File: config.mk
export PLATFORM = sky130hd
export DESIGN_NAME = chirp_sweep_ctrl_flat
export DESIGN_NICKNAME = d
export VERILOG_FILES = /design/src/rtl/chirp_sweep_ctrl_pkg.sv /design/src/rtl/chirp_sweep_ctrl_if.sv /design/src/rtl/chirp_sweep_ctrl_len_counter.sv /design/src/rtl/chirp_sweep_ctrl.sv /design/src/flat_wrapper.sv
export SDC_FILE = /design/constraint.sdc
export NUM_CORES = 1
export LEC_CHECK = 0
export CORE_UTILIZATION = 35
export CTS_CLUSTER_SIZE = 16
export DETAILED_ROUTE_END_ITERATION = 8
export SYNTH_ARGS = -nofsm -noshare
export SYNTH_HDL_FRONTEND = slang
export SYNTH_HIERARCHICAL = 1
export SYNTH_SLANG_ARGS = --single-unit
File: constraint.sdc
create_clock -name clk -period 22 [get_ports clk]
set_input_delay 5.5 -clock clk [delete_from_list [all_inputs] [get_ports clk]]
set_output_delay 5.5 -clock clk [all_outputs]
set_load 0.02 [all_outputs]
File: src/rtl/chirp_sweep_ctrl_pkg.sv
// Shared definitions for the chirp sweep sequencer: default widths, FSM
// encoding and the two's-complement helper used for the down-ramp increment.
package chirp_sweep_ctrl_pkg;

    localparam int N_DEF     = 32;
    localparam int FRAC_DEF  = 32;
    localparam int LW_DEF    = 24;
    localparam int RW_DEF    = 16;
    localparam int ACC_W_MAX = N_DEF + FRAC_DEF;

    typedef enum logic [2:0] {
        ST_IDLE  = 3'd0,
        ST_LOAD  = 3'd1,
        ST_SWEEP = 3'd2,
        ST_GAP   = 3'd3,
        ST_DONE  = 3'd4
    } state_t;

    // Negation mod 2^ACC_W_MAX; callers keep the low bits they need.
    function automatic logic [ACC_W_MAX-1:0] neg_delta(input logic [ACC_W_MAX-1:0] d);
        return ~d + 1'b1;
    endfunction

endpackage

File: src/rtl/chirp_sweep_ctrl_if.sv
// Control/config handshake between the register block (master) and the
// chirp sweep sequencer (slave), including the freq_acc drive signals.
interface chirp_sweep_ctrl_if #(
    parameter int N    = chirp_sweep_ctrl_pkg::N_DEF,
    parameter int FRAC = chirp_sweep_ctrl_pkg::FRAC_DEF,
    parameter int LW   = chirp_sweep_ctrl_pkg::LW_DEF,
    parameter int RW   = chirp_sweep_ctrl_pkg::RW_DEF
);

    logic                start;
    logic                abort;
    logic [N-1:0]        cfg_ftw0;
    logic [N+FRAC-1:0]   cfg_delta;
    logic [LW-1:0]       cfg_len;
    logic [LW-1:0]       cfg_gap;
    logic [RW-1:0]       cfg_nrep;
    logic                cfg_tri;

    logic                acc_load;
    logic [N+FRAC-1:0]   ftw0_acc;
    logic [N+FRAC-1:0]   delta_acc;
    logic                busy;
    logic                chirp_sync;
    logic                ramp_down;
    logic                done;

    modport master (
        output start, abort, cfg_ftw0, cfg_delta, cfg_len, cfg_gap, cfg_nrep, cfg_tri,
        input  acc_load, ftw0_acc, delta_acc, busy, chirp_sync, ramp_down, done
    );

    modport slave (
        input  start, abort, cfg_ftw0, cfg_delta, cfg_len, cfg_gap, cfg_nrep, cfg_tri,
        output acc_load, ftw0_acc, delta_acc, busy, chirp_sync, ramp_down, done
    );

endinterface

File: src/rtl/chirp_sweep_ctrl_len_counter.sv
// Up-counter with clear and terminal-count compare; used for both the ramp
// length and the inter-chirp gap.
module chirp_sweep_ctrl_len_counter
    import chirp_sweep_ctrl_pkg::*;
#(
    parameter int LW = LW_DEF
) (
    input  logic          clk,
    input  logic          rst,
    input  logic          clr,
    input  logic          inc,
    input  logic [LW-1:0] term,
    output logic          tc
);

    logic [LW-1:0] cnt;

    always_ff @(posedge clk or posedge rst) begin
        if (rst) begin
            cnt <= '0;
        end else if (clr) begin
            cnt <= '0;
        end else if (inc) begin
            cnt <= cnt + 1'b1;
        end
    end

    assign tc = (cnt == term);

endmodule

File: src/rtl/chirp_sweep_ctrl.sv
// Chirp sweep sequencer: latches a sweep config on start and drives the
// freq_acc load/delta inputs through up/down ramps, gaps and repeats.
module chirp_sweep_ctrl
    import chirp_sweep_ctrl_pkg::*;
#(
    parameter int N    = N_DEF,
    parameter int FRAC = FRAC_DEF,
    parameter int LW   = LW_DEF,
    parameter int RW   = RW_DEF
) (
    input logic               clk,
    input logic               rst,
    chirp_sweep_ctrl_if.slave bus
);

    localparam int AW = N + FRAC;

    state_t        state_q, state_n;
    logic          acc_load_q, acc_load_n;
    logic [AW-1:0] ftw0_q, ftw0_n;
    logic [AW-1:0] delta_q, delta_n;
    logic          busy_q, busy_n;
    logic          sync_q, sync_n;
    logic          ramp_down_q, ramp_down_n;
    logic          done_q, done_n;
    logic [RW-1:0] rep_q, rep_n;

    logic [AW-1:0] delta_lat;
    logic [LW-1:0] len_lat, gap_lat;
    logic [RW-1:0] nrep_lat;
    logic          tri_lat;
    logic          latch;

    logic          len_clr, len_inc, len_tc;
    logic          gap_clr, gap_inc, gap_tc;
    logic [LW-1:0] len_term, gap_term;

    logic [ACC_W_MAX-1:0] delta_neg_full;
    logic [AW-1:0]        delta_neg;
    logic [RW:0]          rep_inc;

    // Continuous runs keep counting chirps; pin at all-ones instead of wrapping.
    function automatic logic [RW-1:0] sat_inc(input logic [RW-1:0] v);
        return (&v) ? v : v + 1'b1;
    endfunction

    assign delta_neg_full = neg_delta(ACC_W_MAX'(delta_lat));
    assign delta_neg      = delta_neg_full[AW-1:0];
    assign rep_inc        = {1'b0, rep_q} + 1'b1;
    assign len_term       = len_lat - 1'b1;
    assign gap_term       = gap_lat - 1'b1;

    chirp_sweep_ctrl_len_counter #(.LW(LW)) u_len_cnt (
        .clk  (clk),
        .rst  (rst),
        .clr  (len_clr),
        .inc  (len_inc),
        .term (len_term),
        .tc   (len_tc)
    );

    chirp_sweep_ctrl_len_counter #(.LW(LW)) u_gap_cnt (
        .clk  (clk),
        .rst  (rst),
        .clr  (gap_clr),
        .inc  (gap_inc),
        .term (gap_term),
        .tc   (gap_tc)
    );

    always_ff @(posedge clk or posedge rst) begin
        if (rst) begin
            delta_lat <= '0;
            len_lat   <= '0;
            gap_lat   <= '0;
            nrep_lat  <= '0;
            tri_lat   <= 1'b0;
        end else if (latch) begin
            delta_lat <= bus.cfg_delta;
            len_lat   <= (bus.cfg_len == '0) ? LW'(1) : bus.cfg_len;
            gap_lat   <= bus.cfg_gap;
            nrep_lat  <= bus.cfg_nrep;
            tri_lat   <= bus.cfg_tri;
        end
    end

    always_ff @(posedge clk or posedge rst) begin
        if (rst) begin
            state_q     <= ST_IDLE;
            acc_load_q  <= 1'b1;
            ftw0_q      <= '0;
            delta_q     <= '0;
            busy_q      <= 1'b0;
            sync_q      <= 1'b0;
            ramp_down_q <= 1'b0;
            done_q      <= 1'b0;
            rep_q       <= '0;
        end else begin
            state_q     <= state_n;
            acc_load_q  <= acc_load_n;
            ftw0_q      <= ftw0_n;
            delta_q     <= delta_n;
            busy_q      <= busy_n;
            sync_q      <= sync_n;
            ramp_down_q <= ramp_down_n;
            done_q      <= done_n;
            rep_q       <= rep_n;
        end
    end

    always_comb begin
        state_n     = state_q;
        acc_load_n  = 1'b1;
        ftw0_n      = ftw0_q;
        delta_n     = delta_q;
        busy_n      = 1'b0;
        sync_n      = 1'b0;
        ramp_down_n = 1'b0;
        done_n      = 1'b0;
        rep_n       = rep_q;
        latch       = 1'b0;
        len_clr     = 1'b0;
        len_inc     = 1'b0;
        gap_clr     = 1'b0;
        gap_inc     = 1'b0;

        case (state_q)
            ST_IDLE: begin
                if (bus.start) begin
                    latch   = 1'b1;
                    state_n = ST_LOAD;
                    busy_n  = 1'b1;
                    ftw0_n  = {bus.cfg_ftw0, {FRAC{1'b0}}};
                    delta_n = bus.cfg_delta;
                    rep_n   = '0;
                    len_clr = 1'b1;
                end
            end
            ST_LOAD: begin
                state_n    = ST_SWEEP;
                acc_load_n = 1'b0;
                busy_n     = 1'b1;
                sync_n     = 1'b1;
                len_clr    = 1'b1;
            end
            ST_SWEEP: begin
                busy_n      = 1'b1;
                acc_load_n  = 1'b0;
                ramp_down_n = ramp_down_q;
                if (!len_tc) begin
                    len_inc = 1'b1;
                end else if (tri_lat && !ramp_down_q) begin
                    // Turnaround: keep accumulating from the top value, no reload.
                    ramp_down_n = 1'b1;
                    delta_n     = delta_neg;
                    len_clr     = 1'b1;
                end else begin
                    rep_n       = sat_inc(rep_q);
                    acc_load_n  = 1'b1;
                    ramp_down_n = 1'b0;
                    if ((nrep_lat != '0) && (rep_inc == {1'b0, nrep_lat})) begin
                        state_n = ST_DONE;
                        busy_n  = 1'b0;
                        done_n  = 1'b1;
                    end else if (gap_lat != '0) begin
                        state_n = ST_GAP;
                        gap_clr = 1'b1;
                    end else begin
                        state_n = ST_LOAD;
                        delta_n = delta_lat;
                        len_clr = 1'b1;
                    end
                end
            end
            ST_GAP: begin
                busy_n  = 1'b1;
                gap_inc = 1'b1;
                if (gap_tc) begin
                    state_n = ST_LOAD;
                    delta_n = delta_lat;
                    len_clr = 1'b1;
                end
            end
            ST_DONE: begin
                state_n = ST_IDLE;
            end
            default: begin
                state_n = ST_IDLE;
            end
        endcase

        // Abort overrides everything, including a same-cycle start or terminal count.
        if (bus.abort) begin
            state_n     = ST_IDLE;
            acc_load_n  = 1'b1;
            ftw0_n      = ftw0_q;
            delta_n     = delta_q;
            busy_n      = 1'b0;
            sync_n      = 1'b0;
            ramp_down_n = 1'b0;
            done_n      = 1'b0;
            rep_n       = rep_q;
            latch       = 1'b0;
        end
    end

    assign bus.acc_load   = acc_load_q;
    assign bus.ftw0_acc   = ftw0_q;
    assign bus.delta_acc  = delta_q;
    assign bus.busy       = busy_q;
    assign bus.chirp_sync = sync_q;
    assign bus.ramp_down  = ramp_down_q;
    assign bus.done       = done_q;

endmodule

File: src/flat_wrapper.sv
// flat-port wrapper written by rule: the top's interface ports become plain ports
module chirp_sweep_ctrl_flat import chirp_sweep_ctrl_pkg::*;
#(
    parameter int N    = N_DEF,
    parameter int FRAC = FRAC_DEF,
    parameter int LW   = LW_DEF,
    parameter int RW   = RW_DEF
)
  (clk, rst, bus_start, bus_abort, bus_cfg_ftw0, bus_cfg_delta, bus_cfg_len, bus_cfg_gap, bus_cfg_nrep, bus_cfg_tri, bus_acc_load, bus_ftw0_acc, bus_delta_acc, bus_busy, bus_chirp_sync, bus_ramp_down, bus_done);
  chirp_sweep_ctrl_if #(.N(N), .FRAC(FRAC), .LW(LW), .RW(RW)) bus_i ();
  input logic clk;
  input logic rst;
  input wire logic [$bits(bus_i.start)-1:0] bus_start;
  input wire logic [$bits(bus_i.abort)-1:0] bus_abort;
  input wire logic [$bits(bus_i.cfg_ftw0)-1:0] bus_cfg_ftw0;
  input wire logic [$bits(bus_i.cfg_delta)-1:0] bus_cfg_delta;
  input wire logic [$bits(bus_i.cfg_len)-1:0] bus_cfg_len;
  input wire logic [$bits(bus_i.cfg_gap)-1:0] bus_cfg_gap;
  input wire logic [$bits(bus_i.cfg_nrep)-1:0] bus_cfg_nrep;
  input wire logic [$bits(bus_i.cfg_tri)-1:0] bus_cfg_tri;
  output wire logic [$bits(bus_i.acc_load)-1:0] bus_acc_load;
  output wire logic [$bits(bus_i.ftw0_acc)-1:0] bus_ftw0_acc;
  output wire logic [$bits(bus_i.delta_acc)-1:0] bus_delta_acc;
  output wire logic [$bits(bus_i.busy)-1:0] bus_busy;
  output wire logic [$bits(bus_i.chirp_sync)-1:0] bus_chirp_sync;
  output wire logic [$bits(bus_i.ramp_down)-1:0] bus_ramp_down;
  output wire logic [$bits(bus_i.done)-1:0] bus_done;
  assign bus_i.start = bus_start;
  assign bus_i.abort = bus_abort;
  assign bus_i.cfg_ftw0 = bus_cfg_ftw0;
  assign bus_i.cfg_delta = bus_cfg_delta;
  assign bus_i.cfg_len = bus_cfg_len;
  assign bus_i.cfg_gap = bus_cfg_gap;
  assign bus_i.cfg_nrep = bus_cfg_nrep;
  assign bus_i.cfg_tri = bus_cfg_tri;
  assign bus_acc_load = bus_i.acc_load;
  assign bus_ftw0_acc = bus_i.ftw0_acc;
  assign bus_delta_acc = bus_i.delta_acc;
  assign bus_busy = bus_i.busy;
  assign bus_chirp_sync = bus_i.chirp_sync;
  assign bus_ramp_down = bus_i.ramp_down;
  assign bus_done = bus_i.done;
  chirp_sweep_ctrl #(.N(N), .FRAC(FRAC), .LW(LW), .RW(RW)) u_core (.clk(clk), .rst(rst), .bus(bus_i));
endmodule
Yosys cells after proc, flatten, opt, wreduce, memory -nomap -nowiden
Cells that the tools add are included.
Cells by class
  eq/ne operators: 17
  bitwise gates (word level): 2
  reduce and logical (&&, ||, !) cells: 17
  add/subtract/negate cells: 7
  muxes and demuxes: 62
Operator list (number)
  two-way mux 64 bit: 6
  case mux 64 bit (3 select lines): 1
  two-way mux 24 bit: 5
  adder 64 x 1 -> 64 bit (second input constant): 1
  two-way mux 16 bit: 4
  NOT 64 bit: 1
  adder 24 x 1 -> 24 bit (second input constant): 2
  == test 24 bit: 2
  subtractor 24 x 1 -> 24 bit (second input constant): 2
  two-way mux 1 bit: 34
  case mux 16 bit (2 select lines): 1
  zero test 24 bit: 1
  nonzero test 24 bit: 1
  two-way mux 3 bit: 6
  adder 16 x 1 -> 17 bit (second input constant): 1
  == test 17 x 16 -> 1 bit: 1
  adder 16 x 1 -> 16 bit (second input constant): 1
  AND reduction 16 bit: 1
  nonzero test 16 bit: 1
  inequality test 3 x 2 -> 1 bit (second input constant): 4
  case mux 3 bit (4 select lines): 1
  AND reduction 7 bit: 1
  == test 3 x 2 -> 1 bit (second input constant): 2
  inequality test 2 bit (second input constant): 3
  17 further kinds: 22
Storage, ports and cells
  logic and storage cells: 121
  output and inout bits: 133
  register bits: 297

Longest topological paths before layout
Gate-level depths: netlist of run 1.
  depth after elaboration: 8
  gate-level depth with buffers: 22
  gate-level depth less buffers: 19

Modules after synthesis
Netlist of run 1, hierarchy kept.
By module, submodules not included
  chirp_sweep_ctrl: area each 13354.1 µm², sequential area each 6232.2 µm², instances 1, cells an instance 1248
  chirp_sweep_ctrl_len_counter (u_core.u_len_cnt): area each 1544.0 µm², sequential area each 600.6 µm², instances 1, cells an instance 167
  chirp_sweep_ctrl_len_counter (u_core.u_gap_cnt): area each 1515.2 µm², sequential area each 600.6 µm², instances 1, cells an instance 164

Worst setup path before layout of run 1
Ideal clock, no wire load.
  path kind: input to register
  start point: input port bus_start
  end point: register u_core.u_len_cnt.cnt[18]
  data arrival time: 7316 ps
  stages: 8
  setup slack: 14606 ps
  cell sequence: o21ai_0 a21o_1 nand2_1 o2111ai_4 or4_4 buf_6 or4_1 a21oi_1
Between the ends
  longest elaborated chain between the ends: 3
  elaborated cells on any way between the ends: 4
  classes of those cells: mux (3); reduce/logical (1)
RTL lines
  from (decl): RTL line flat_wrapper.sv:13  | input wire logic [$bits(bus_i.start)-1:0] bus_start;
  two-way mux 1 bit *: RTL line chirp_sweep_ctrl.sv:129  | if (bus.start) begin
  case mux 1 bit (4 select lines) *: RTL line chirp_sweep_ctrl.sv:127  | case (state_q)
  named net u_core.len_clr: RTL line chirp_sweep_ctrl.sv:34  | logic len_clr, len_inc, len_tc;
  two-way mux 24 bit / nonzero test 2 bit (equally long branches)
  to (signal assigned): RTL line chirp_sweep_ctrl_len_counter.sv:24  | cnt <= cnt + 1'b1;
  to (decl): RTL line chirp_sweep_ctrl_len_counter.sv:16  | logic [LW-1:0] cnt;
Mark *: on every way through the listed nets, which the timed path passes. The rest lies on a longest branch.
A chain may end at the register's enable or synchronous reset.

Worst setup path in the final report of run 1
  start point: input port bus_start
  end point: register u_core.u_len_cnt.cnt[23]
The elaborated chain is that of the path after synthesis.

==> summary.txt, run 1 <==
Final layout
  • Diode count: 0
  • Non-filler cells in the finished layout: 2440
  • Post-layout util: 45.2%
  • Post-Layout Inst Area: 20700 sq um
  • Layout area overhead: 26.1%
  • Layout Nets: 1983
  • Share of layout cells above drive strength 1: 17.1%
  • Fillers: 4304

Synthesis
  • Yosys Warn Count: 6
  • Ys async rst share: 100%
  • Synthesized flop and latch total: 297
  • Post-synth top area cell: dfrtp_1
  • Synth Instances: 1579
  • Number of flops mapped to enable cells by yosys: 0
  • Mean Syn Cell Area: 10.4 sq um
  • Cell variety after synth: 69
  • Main synth FF type: dfrtp_1
  • Seq/Total Area, Yosys: 45.3%
  • Leading post-synthesis cells by cell area: dfrtp_1, mux2_2, xor2_1, xnor2_1, o21ai_0
  • Mapped Area: 16400 sq um
  • Top-area cell type share of the netlist area: 45.1%

Status
  • Outcome: finished, final reports clean

Place
  • Global placement routability congestion: 0.857
  • Pre-CTS WS: 13240 ps
  • Inst Count DP: 2374
  • Placed Area: 19400 sq um
  • Dpl hpwl: 31000 microns
  • # port buffers: 265

GRT
  • Number of global-route vias before repair: 12500
  • Total gr overflow: 0
  • Largest net degree at the start of global routing: 106
  • GR Util All Layers: 18.3%
  • First-pass GRT wire length: 69500 microns
  • Initial antenna violation count: 2

Route
  • Residual DRC: 0
  • Post-route ant nets: 0
  • WL final: 43200 microns
  • Drt wl/cell: 17.7 microns
  • Vias per cell: 5.15
  • Pre-Repair DR Iteration Count: 5
  • Vias: 12600
  • Initial drt markers: 719

Clock network
  • CTS sink count: 297
  • Root Buffer: clkbuf_16
  • CTS tree: yes
  • CTS Hold Bufs: 0
  • H-tree levels: 2
  • Maximum clock path buffer count: 3
  • Clock latency on the worst-skew pair: 560 ps
  • Setup Fix Bufs, Post-CTS: 0
  • Clock transition at path regs: 60 ps
  • Inserted Clock Buffers: 36
  • Post-CTS sizing: 0

Timing
  • Final setup vio count: 0
  • RSZ-0062 raised after global routing: no
  • Worst Tran Pin Value: 1040 ps
  • Setup ws final: 13780 ps
  • Post-layout min period: 8220 ps
  • Max-slew violations: 0
  • Final worst path period share: 37.3%
  • Worst slew margin: 30.9%
  • Min Hold Slack: 489 ps
  • Total Neg Setup Slack: 0 ps
  • Fin Clk Skew: 27.3 ps
  • Fmax: 122 MHz
  • Fin. Hold Viols: 0

Critical path
  • Worst EP required: 22430 ps
  • Setup CP Type: primary input to flip-flop
  • Critical Path Source Type: primary input
  • CP endpoint kind: flip-flop
  • Crit path arrival time: 8640 ps
  • R2R setup slack: 15880 ps
  • Crit-path max FO: 29

Floorplanning
  • Starting density of the core: 35.9%
  • Core Area: 45800 sq um
  • Die width: 219 microns
  • Die height: 219 microns
  • Rows: 78
  • Top Ports: 298
  • Die ar.: 47800 sq um

Pwr
  • Switching portion of total power: 37.0%
  • P_sw: 1.03 mW
  • Maximum VDD drop: 86.0 uV
  • Leak: 8.40 nW
  • Combinational group share of total power: 41.8%
  • Cell Pwr Density: 135 nW/um^2
  • Internal power: 1.76 mW
  • Tot Pwr: 2.79 mW
  • Flop pwr share: 35.6%
  • Clock network fraction of total power: 22.6%

Run
  • Max-cap violations: 0

Min path
  • HP Class: flip-flop to flip-flop
==> synthesized netlist by cell type (6+ instances only) <==
cell type	n
mux2i_1	6
and2_1	6
dfrtp_1	296
a31oi_1	17
o21ai_0	104
xnor2_1	94
and3_1	9
nor2b_1	9
ha_1	6
nor4_1	47
or4_1	21
nand3_1	34
mux2_1	9
mux2_2	219
nand2b_1	11
buf_2	8
buf_6	8
buf_4	32
nand2_1	120
nand4_1	32
and4_1	9
or3_1	17
or2_2	7
nor3_1	48
a21oi_1	47
inv_1	24
o31ai_1	24
nor2_1	99
xor2_1	96
clkbuf_1	59
o41ai_1	9
==> placed cells by master (no fill, tap or decap), types with 11 or more instances in the layout <==
cell and instances:
a21oi_1 47, a31oi_1 17, clkbuf_16 37, clkbuf_8 11, clkdlybuf4s50_1 265, conb_1 32, dfrtp_1 296, inv_1 23
mux2_2 219, nand2_1 118, nand3_1 34, nand4_1 32, nor2_1 99, nor3_1 48, nor4_1 47, o21ai_0 104
o31ai_1 24, or3_1 17, or4_1 21, xnor2_1 94, xor2_1 96
==> metal layers <==
| metal | global-route usage (%) | vias to the layer above | wire [microns] |
|---|---|---|---|
| met5 | 0 | - | 22 |
| met4 | 4.80 | 4 | 859 |
| met3 | 4.62 | 51 | 2800 |
| met2 | 28.9 | 290 | 20200 |
| met1 | 24.8 | 6155 | 19300 |
| li1 | - | 6055 | - |
==> logic make-up after synthesis <==
logic type               after synthesis  synth area share, %
buffers and inverters                136                 4.29
AND/OR/NAND/NOR                      488                 15.2
AO/OA/AOI/OAI                        227                 8.56
multiplexers                         234                 16.0
XOR/XNOR                             190                 10.1
other                                  1               0.0228
adder cells (fa/ha/maj)                6                0.457
flip-flops                           297                 45.3
==> worst paths after layout <==
kind	cells after the start	startpoint	to
max in group asynchronous	3	rst	u_core/bus.delta_acc[1]$_DFFE_PP0P_
worst max-delay path	8	bus_start	u_core/u_len_cnt/cnt[23]$_DFFE_PP0P_
worst min register to register	1	u_core/bus.delta_acc[21]$_DFFE_PP0P_	u_core/bus.delta_acc[21]$_DFFE_PP0P_
min in group asynchronous	2	rst	u_core/gap_lat[10]$_DFFE_PP0P_
worst max register to register	18	u_core/len_lat[4]$_DFFE_PP0P_	u_core/u_len_cnt/cnt[23]$_DFFE_PP0P_
worst min-delay path	1	u_core/bus.delta_acc[21]$_DFFE_PP0P_	u_core/bus.delta_acc[21]$_DFFE_PP0P_
==> power groups by stage <==
stage | registers, mW | logic, mW | clock network [mW]
3_3_place_gp | 0.992 | 1.16 | 0
6_report | 0.993 | 1.17 | 0.632
5_1_grt | 1.03 | 1.28 | 0.673
3_5_place_dp | 1.00 | 1.17 | 0
2_1_floorplan | 1.05 | 0.708 | 0
4_1_cts | 0.994 | 1.18 | 0.652
==> worst max-delay path, stage by stage <==
cell             delay (ps)
clkdlybuf4s50_1         530
o21ai_0                 120
a21o_1                  200
nand2_1                 740
o2111ai_4               230
or4_1                   630
nor4_1                  320
mux2_2                  360
==> layout make-up <==
class | count | area, sq um | share of cell area [%]
Clock buffer | 56 | 1110 | 5.35
Clock inverter | 10 | 160 | 0.774
Inverter | 25 | 101 | 0.490
Multi-Input combinational cell | 1177 | 8410 | 40.6
Sequential cell | 297 | 7430 | 35.9
Tap cell | 600 | 751 | 3.63
Timing Repair Buffer | 275 | 2730 | 13.2
==> sequential cells by signal, indices dropped and copies added, names as in the netlist <==
name,cells
u_core/bus.acc_load,1
u_core/bus.busy,1
u_core/bus.chirp_sync,1
u_core/bus.delta_acc,64
u_core/bus.done,1
u_core/bus.ftw0_acc,32
u_core/bus.ramp_down,1
u_core/delta_lat,64
u_core/gap_lat,24
u_core/len_lat,24
u_core/nrep_lat,16
u_core/rep_q,16
u_core/state_q,3
u_core/tri_lat,1
u_core/u_gap_cnt/cnt,24
u_core/u_len_cnt/cnt,24
Power figures use the tool's default switching activity.
==> inputs of run 2 (changes only) <==
- clock period: 22 -> 6.96 ns (I/O delays scaled with it)
==> summary.txt, run 2 (synthesis results as in run 1) <==
Final layout
  • Layout area overhead: 26.2%
  • Most common cell after layout, fill and taps aside: dfrtp_1
  • Post-Layout Inst Area: 20700 sq um
  • Most used cells in the layout excluding fill and tap cells: dfrtp_1, clkdlybuf4s50_1, mux2_2, nand2_1, o21ai_0
  • Share of layout cells above drive strength 1: 17.3%
  • Layout Nets: 1984
  • Non-filler cells in the finished layout: 2442
  • Diode count: 0

Pwr
  • Clock network fraction of total power: 22.6%
  • Cell Pwr Density: 427 nW/um^2
  • Flop pwr share: 35.5%
  • Combinational group share of total power: 41.9%
  • Internal power: 5.54 mW
  • Maximum VDD drop: 226 uV
  • Leak: 8.41 nW
  • P_sw: 3.31 mW
  • Switching portion of total power: 37.4%

Critical path
  • CP endpoint kind: flip-flop
  • Critical Path Source Type: flip-flop
  • Crit path arrival time: 5970 ps
  • CP Launch Point: u_core/len_lat[4]$_DFFE_PP0P_
  • Crit Reg-Reg Startpoint: u_core/len_lat[4]$_DFFE_PP0P_
  • Crit-path max FO: 29
  • Setup CP Type: flip-flop to flip-flop
  • Worst EP required: 7390 ps

Min path
  • HP Class: flip-flop to flip-flop
  • Min-delay src: u_core/bus.delta_acc[49]$_DFFE_PP0P_

Floorplanning
  • Die height: 219 microns
  • Top Ports: 298
  • Rows: 78
  • Starting density of the core: 35.9%
  • Core Area: 45800 sq um
  • Die ar.: 47800 sq um
  • Die width: 219 microns

Timing
  • Worst Tran Pin Value: 1110 ps
  • Final worst path period share: 79.6%
  • Worst slew margin: 26.3%
  • Final setup vio count: 0
  • Fin. Hold Viols: 0
  • Fmax: 181 MHz
  • Fin Clk Skew: 24.3 ps
  • Total Neg Setup Slack: 0 ps
  • Max-slew violations: 0
  • RSZ-0062 raised after global routing: no
  • Post-layout min period: 5540 ps

Clock network
  • Post-CTS sizing: 0
  • Setup Fix Bufs, Post-CTS: 0
  • Inserted Clock Buffers: 37
  • CTS sink count: 297
  • H-tree levels: 2
  • Maximum clock path buffer count: 3
  • Clock transition at path regs: 60 ps
  • CTS tree: yes
  • CTS Hold Bufs: 0
  • Clock latency on the worst-skew pair: 550 ps
  • Root Buffer: clkbuf_16

Route
  • Initial drt markers: 708
  • Pre-Repair DR Iteration Count: 5
  • Met1 Routed Length: 20000 microns
  • Met3 wire len: 2400 microns
  • WL final: 43600 microns
  • Drt wl/cell: 17.9 microns
  • Residual DRC: 0
  • Top layer reached by signal wires: met5
  • Vias: 12600
  • Metal2 WL: 20300 microns
  • Vias per cell: 5.14
  • Post-route ant nets: 0

GRT
  • Largest net degree at the start of global routing: 165
  • GR Util All Layers: 18.3%
  • Number of global-route vias before repair: 12600
  • Initial antenna violation count: 1
  • First-pass GRT wire length: 69200 microns
  • Total gr overflow: 0

Place
  • Global placement routability congestion: 0.832
  • Dpl hpwl: 31100 microns
  • Inst Count DP: 2374
  • # port buffers: 265
  • Placed Area: 19400 sq um

Status
  • Outcome: finished, final reports clean

Run
  • Max-cap violations: 0
==> run 2: cell types whose count changed in the layout (fill, tap and decap cells not counted), moves of 3 or more <==
cell and change:
clkbuf_1 -3, clkbuf_8 -3, clkinv_2 +5, clkinvlp_4 +3
==> run 2: worst paths after layout <==
path | to | slack, ps | depth (start not counted)
min in group asynchronous | u_core/len_lat[5]$_DFFE_PP0P_ | 1610 | 2
worst min-delay path | u_core/bus.delta_acc[49]$_DFFE_PP0P_ | 490 | 1
worst min register to register | u_core/bus.delta_acc[49]$_DFFE_PP0P_ | 490 | 1
worst max register to register | u_core/u_len_cnt/cnt[23]$_DFFE_PP0P_ | 1420 | 19
max in group asynchronous | u_core/delta_lat[18]$_DFFE_PP0P_ | 4050 | 3
worst max-delay path | u_core/u_len_cnt/cnt[23]$_DFFE_PP0P_ | 1420 | 19
==> run 2: critical path: stages, from the launching register on <==
cell and delay [ps]:
dfrtp_1 400, or4_1 600, nor4_1 460, nand2_1 190, nor3b_1 410, nand2_1 120
nor4_1 270, xor2_1 200, xor2_1 90, nor4_1 210, nand4_1 110, nor3_1 150
buf_4 200, o211ai_1 100, nand2_1 90, buf_4 300, o2111ai_4 180, or4_1 610
nor4_1 350, mux2_2 370
==> run 2: layer usage <==
metal | up-vias | global-route usage (%)
met5 | - | 0
met4 | 2 | 5.13
met3 | 55 | 4.05
met2 | 275 | 28.9
met1 | 6170 | 25.1
li1 | 6052 | -
==> run 2: through the flow <==
stage	utilization [%]	setup slack [ps]	total power [mW]	hold slack, ps
5_1_grt	45.3	856	9.44	509
2_1_floorplan	-	1950	5.56	463
3_3_place_gp	42.5	1520	6.84	477
3_5_place_dp	42.5	1400	6.90	485
6_report	45.3	1420	8.85	490
4_1_cts	45.3	1380	8.97	497
==> run 2: layout make-up <==
cell class / instances / area, sq um
clock buffer: 52 / 1100
clock inverter: 16 / 170
fill: 4318 / 25100
inverter: 25 / 97.6
multi-input combinational: 1177 / 8410
sequential: 297 / 7430
tap: 600 / 751
timing repair buffer: 275 / 2750
==> run 2: power groups by stage <==
stage,Clock (mW),Combinational [mW],Sequential [mW]
final,2.00,3.70,3.14
after global routing,2.13,4.05,3.26
after CTS,2.07,3.75,3.15
after detailed placement,0,3.73,3.17
after global placement,0,3.70,3.14
after floorplan,0,2.24,3.33
